### config.mk
export PLATFORM = sky130hd
export DESIGN_NAME = pwm_ramp_ctrl
export DESIGN_NICKNAME = d
export VERILOG_FILES = /design/src/rtl/pwm_ramp_ctrl.sv
export SDC_FILE = /design/constraint.sdc
export NUM_CORES = 1
export LEC_CHECK = 0
export ABC_AREA = 0
export BUFFER_PORTS_ARGS = -buffer_cell sky130_fd_sc_hd__buf_2
export CORE_MARGIN = 4
export CORE_UTILIZATION = 45
export CTS_CLUSTER_SIZE = 30
export DETAILED_ROUTE_END_ITERATION = 7
export GPL_ROUTABILITY_DRIVEN = 0
export SLEW_MARGIN = 20
export SYNTH_ARGS = -nofsm -noshare
export SYNTH_HDL_FRONTEND = slang
export SYNTH_SLANG_ARGS = --single-unit
export TNS_END_PERCENT = 30
### constraint.sdc
create_clock -name clk_clk -period 6.42 [get_ports clk_clk]
set_input_delay 0 -clock clk_clk [delete_from_list [all_inputs] [get_ports clk_clk]]
set_output_delay 0 -clock clk_clk [all_outputs]
set_load 0.01 [all_outputs]
### src/rtl/pwm_ramp_ctrl.sv
// PWM generator whose duty slews toward a debounced target by at most STEP per period.
// Duty only moves on period boundaries; a fault forces the output off immediately.
module pwm_ramp_ctrl #(
    parameter int PRESCALE = 49,
    parameter int STEP     = 1
) (
    input  logic       clk_clk,
    input  logic       reset_reset_n,
    input  logic [7:0] duty_target,
    input  logic       enable,
    input  logic       fault,
    output logic       pwm_out,
    output logic [7:0] duty_current,
    output logic       busy,
    output logic       period_start,
    output logic       fault_latched
);
    localparam int             PSW    = (PRESCALE > 0) ? $clog2(PRESCALE + 1) : 1;
    localparam logic [PSW-1:0] PS_MAX = PSW'(PRESCALE);
    localparam logic [8:0]     STEP9  = 9'(STEP);

    typedef enum logic [1:0] {IDLE, RAMP_UP, RAMP_DOWN, FAULT} state_t;

    state_t         state, state_n;
    logic [PSW-1:0] psc;
    logic [7:0]     pcnt;
    logic           tick, wrap;
    logic [7:0]     samp, tgt_q, tgt_n;
    logic [7:0]     eff, eff_n, duty_n;
    logic [8:0]     up_sum, dn_sat;
    logic [7:0]     up_val, dn_val;
    logic           pwm_d, busy_d, fl_d;

    assign tick = (psc == PS_MAX);
    assign wrap = tick && (pcnt == 8'hFF);

    always_ff @(posedge clk_clk or negedge reset_reset_n) begin
        if (!reset_reset_n) begin
            psc          <= '0;
            pcnt         <= 8'd0;
            period_start <= 1'b0;
        end else begin
            psc          <= tick ? '0 : psc + PSW'(1);
            if (tick) pcnt <= pcnt + 8'd1;
            period_start <= wrap;
        end
    end

    // Two equal consecutive samples are needed before the target moves.
    assign tgt_n = (duty_target == samp) ? duty_target : tgt_q;
    assign eff   = enable ? tgt_q : 8'd0;
    assign eff_n = enable ? tgt_n : 8'd0;

    always_ff @(posedge clk_clk or negedge reset_reset_n) begin
        if (!reset_reset_n) begin
            samp  <= 8'd0;
            tgt_q <= 8'd0;
        end else begin
            samp  <= duty_target;
            tgt_q <= tgt_n;
        end
    end

    // Saturating one-step moves, done in 9 bits so neither direction can wrap.
    always_comb begin
        up_sum = {1'b0, duty_current} + STEP9;
        up_val = (up_sum >= {1'b0, eff}) ? eff : up_sum[7:0];
        dn_sat = ({1'b0, duty_current} > STEP9) ? ({1'b0, duty_current} - STEP9) : 9'd0;
        dn_val = (dn_sat <= {1'b0, eff}) ? eff : dn_sat[7:0];
    end

    always_ff @(posedge clk_clk or negedge reset_reset_n) begin
        if (!reset_reset_n) begin
            state        <= IDLE;
            duty_current <= 8'd0;
        end else begin
            state        <= state_n;
            duty_current <= duty_n;
        end
    end

    always_comb begin
        state_n = state;
        duty_n  = duty_current;
        if (fault) begin
            state_n = FAULT;
            duty_n  = 8'd0;
        end else if (wrap) begin
            case (state)
                IDLE: begin
                    if (eff > duty_current) begin
                        duty_n  = up_val;
                        state_n = (up_val == eff) ? IDLE : RAMP_UP;
                    end else if (eff < duty_current) begin
                        duty_n  = dn_val;
                        state_n = (dn_val == eff) ? IDLE : RAMP_DOWN;
                    end
                end
                RAMP_UP: begin
                    // A reversal spends one boundary turning around, without a duty step.
                    if (eff < duty_current) begin
                        state_n = RAMP_DOWN;
                    end else begin
                        duty_n  = up_val;
                        state_n = (up_val == eff) ? IDLE : RAMP_UP;
                    end
                end
                RAMP_DOWN: begin
                    if (eff > duty_current) begin
                        state_n = RAMP_UP;
                    end else begin
                        duty_n  = dn_val;
                        state_n = (dn_val == eff) ? IDLE : RAMP_DOWN;
                    end
                end
                FAULT: begin
                    if (!enable) state_n = IDLE;
                end
                default: state_n = IDLE;
            endcase
        end
    end

    always_comb begin
        pwm_d  = enable && !fault && (pcnt < duty_current);
        busy_d = (state_n == RAMP_UP) || (state_n == RAMP_DOWN) || (duty_n != eff_n);
        fl_d   = (state_n == FAULT);
    end

    always_ff @(posedge clk_clk or negedge reset_reset_n) begin
        if (!reset_reset_n) begin
            pwm_out       <= 1'b0;
            busy          <= 1'b0;
            fault_latched <= 1'b0;
        end else begin
            pwm_out       <= pwm_d;
            busy          <= busy_d;
            fault_latched <= fl_d;
        end
    end
endmodule

==> flow_summary.yaml <==
power_and_ir_drop:
  p_leak_nw: 2.01
  ir_worst_vdd_mv: 0.193
  power_density_nw_per_um2: 179
critical_path:
  required_ps: 6590
  r2r_start: "duty_current[0]"
  crit_path_cell_trace: "ha_1 -> nand3_1 -> xnor2_1 -> ha_1 -> a21o_1 -> a221o_1 -> a21oi_1 -> nand2_1 -> a31oi_1 -> nor2_1 -> o21ai_0 -> a211o_1 -> ha_1 -> a31oi_1 -> o31ai_1 -> or4b_1 -> a2111oi_1 -> nand4_1"
  cp-start-kind: "flop"
  critPathBufInv: 0
  critPathMaxFanout: 20
  cp_slowest_cell: "dfrtp_1"
  cpMostUsedCell: "ha_1"
  cpPeakStageDelay_ps: 760
  cpLargestDelayFamily: "compound AO/OA/AOI/OAI gates"
  worstSetupStartpoint: "duty_current[0]"
  criticalPathCategory: "flop to flop"
  cp-end-kind: "flop"
  arrival_ps: 5760
place:
  numPortBuffers: 23
  hpwl_mm: 9.31
synthesis:
  avgSynthCellArea_um2: 8.68
  synth_flop_cell: "dfrtp_1"
  ys_seq_area_frac: 0.267
  synth.distinct_cells: 77
  syn_area_um2: 4130
  synth_nets: 527
  synthCells: 476
  ys_seq_elements: 44
  post-synth-top-area-cell: "dfrtp_1"
  yosys_warnings: 0
  synth_edf_count: 0
  yosysTopAreaCellShare: 0.267
  synth-async-reset-ratio: 1.00
  synth_area_leaders: "dfrtp_1 (27%), ha_1 (12%), xnor2_1 (7.0%)"
clock_tree:
  clk_latency_ps: 300
  cts.sinks: 44
  htreeDepth: 2
  post_cts_buffers: 0
  cts_tree: "done"
  cts_root_buf: "clkbuf_8"
  clk_path_buf_depth: 2
  clk_pin_slew_ps: 90
  numCtsBuffers: 5
floorplan:
  pin_count: 24
  std_cell_rows: 34
  die_h_um: 104
  start_util: 0.469
  core_um2: 8810
  fp.dieArea_um2: 10800
  die_w_um: 104
global_routing:
  grt_pass1_wl_mm: 20.0
  grt_max_degree: 45
  first_global_vias: 3769
  antenna_found_initial: 0
  grt_use_total: 0.227
  grt_overflow: 0
route:
  post-route-drc-count: 0
  firstDrtPassIters: 5
  routed_via_density: 6.38
  wl_per_cell_um: 19.8
  initialDrtViolationCount: 308
  wl_mm: 12.1
  drtAntennaViolNets: 0
  vias: 3889
finish:
  area_delta_synth_final_pct: 7.60
  layout-drive-gt1-share: 0.120
  diodes: 0
  final_util: 0.505
  final_nets: 552
timing:
  drv_slew: 0
  fin_crit_ps: 5580
  slew_headroom: 0.358
  skew_ps: 9.42
  rsz0062_at_grt: "false"
  finalSetupTns_ps: 0
  setup_violations: 0
  clock.fmax_ghz: 0.179
  hold_viol: 0
  worstMarginPinSlew_ps: 962
  final.period_utilization: 0.870
job:
  drv_cap: 0
run_status:
  outcome: "finished clean"
min_path:
  hold_start: "fault"
  hp-class: "input pin to flop"
-- power by group --
| group | internal (mW) | switching (mW) | leakage (nW) |
|---|---|---|---|
| logic | 0.102 | 0.222 | 1.41 |
| clock network | 0.0771 | 0.0988 | 0.0404 |
| registers | 0.289 | 0.00643 | 0.562 |
| total | 0.468 | 0.327 | 2.01 |
-- flip-flops by register name, summed over array words and instances, names as in the netlist --
| name | cells |
|---|---|
| fault_latched | 1 |
| duty_current | 8 |
| psc | 6 |
| pwm_out | 1 |
| state | 2 |
| samp | 8 |
| pcnt | 8 |
| tgt_q | 8 |
| busy | 1 |
| period_start | 1 |
-- path summary, 6_finish.rpt --
kind | slack [ps] | cells past startpoint | endpoint
max | 840 | 18 | busy
min | 100 | 2 | pwm_out
min reg2reg | 520 | 1 | pcnt[5]
max in group asynchronous | 5430 | 2 | tgt_q[3]
min in group asynchronous | 400 | 2 | tgt_q[7]
max reg2reg | 840 | 18 | busy
-- synthesized netlist by cell type, types with 6 or more instances --
library cell / count
nand3_1: 15
a21oi_1: 33
nor4_1: 6
xor2_1: 6
inv_1: 37
mux2_2: 8
xnor2_1: 33
dfrtp_1: 44
o21ai_0: 30
o31ai_1: 9
nand2_1: 32
nor2_1: 25
nand4_1: 10
a31oi_1: 10
clkbuf_1: 6
nor3_1: 16
ha_1: 39
-- placed cells by master (no fill, tap or decap), types with 4 or more instances in the layout --
master          n
nand2b_1        4
mux2i_1         5
a21o_1          5
o21a_1          4
and3_1          5
o2111ai_1       4
inv_1          37
xnor2_1        33
nor2_1         25
o21ai_0        30
clkbuf_8        5
nand3_1        15
a31oi_1        10
o21ai_1         4
o31ai_1         9
nand2_1        32
nor3_1         16
dlygate4sd3_1   9
mux2_2          8
o211ai_1        5
buf_2          23
nand4_1        10
xor2_1          6
dfrtp_1        44
nor4_1          6
ha_1           39
a21oi_1        33
-- per-layer routing --
metal | vias to the layer above | share of wire | track usage
li1 | 1826 | - | -
met1 | 1835 | 0.43 | 0.313
met2 | 197 | 0.45 | 0.350
met3 | 31 | 0.083 | 0.0423
met4 | 0 | 0.035 | 0.0912
met5 | - | 0 | 0
-- area by class of cell --
| cell class | instances | area (µm²) |
|---|---|---|
| Tap cell | 108 | 135 |
| Multi-Input combinational cell | 379 | 2760 |
| Inverter | 37 | 139 |
| Fill cell | 837 | 4360 |
| Sequential cell | 44 | 1100 |
| Clock inverter | 3 | 23.8 |
| Clock buffer | 5 | 68.8 |
| Timing Repair Buffer | 34 | 220 |
-- timing repair --
| action | 4_1_cts | 5_1_grt |
|---|---|---|
| hold endpoints to repair | 53 | 0 |
| gates resized for setup | 0 | 0 |
| hold buffers | 9 | 0 |
-- logic make-up (layout without fill, tap and decap cells) --
family	count (synthesis)	after routing	synth area share
AOI/OAI and AO/OA	144	144	0.234
and+or+nand+nor	144	144	0.199
buffers and inverters	53	79	0.0660
DFF	44	44	0.267
adders and majority gates	39	39	0.118
xor gates and xnor gates	39	39	0.0827
muxes	13	13	0.0339
-- per-stage QoR --
| step | setup WS (ps) | hold slack (ps) | total power [mW] | area, µm² | instances |
|---|---|---|---|---|---|
| 2_1_floorplan | 1480 | -296 | 0.525 | 4130 | 476 |
| 3_3_place_gp | 1090 | 148 | 0.609 | 4260 | 593 |
| 3_5_place_dp | 943 | 149 | 0.607 | 4260 | 593 |
| 4_1_cts | 919 | 89.2 | 0.792 | 4440 | 610 |
| 5_1_grt | 311 | 117 | 0.844 | 4440 | 610 |
| 6_report | 836 | 103 | 0.795 | 4440 | 610 |
Note: power is estimated with default switching activity, not from simulation.
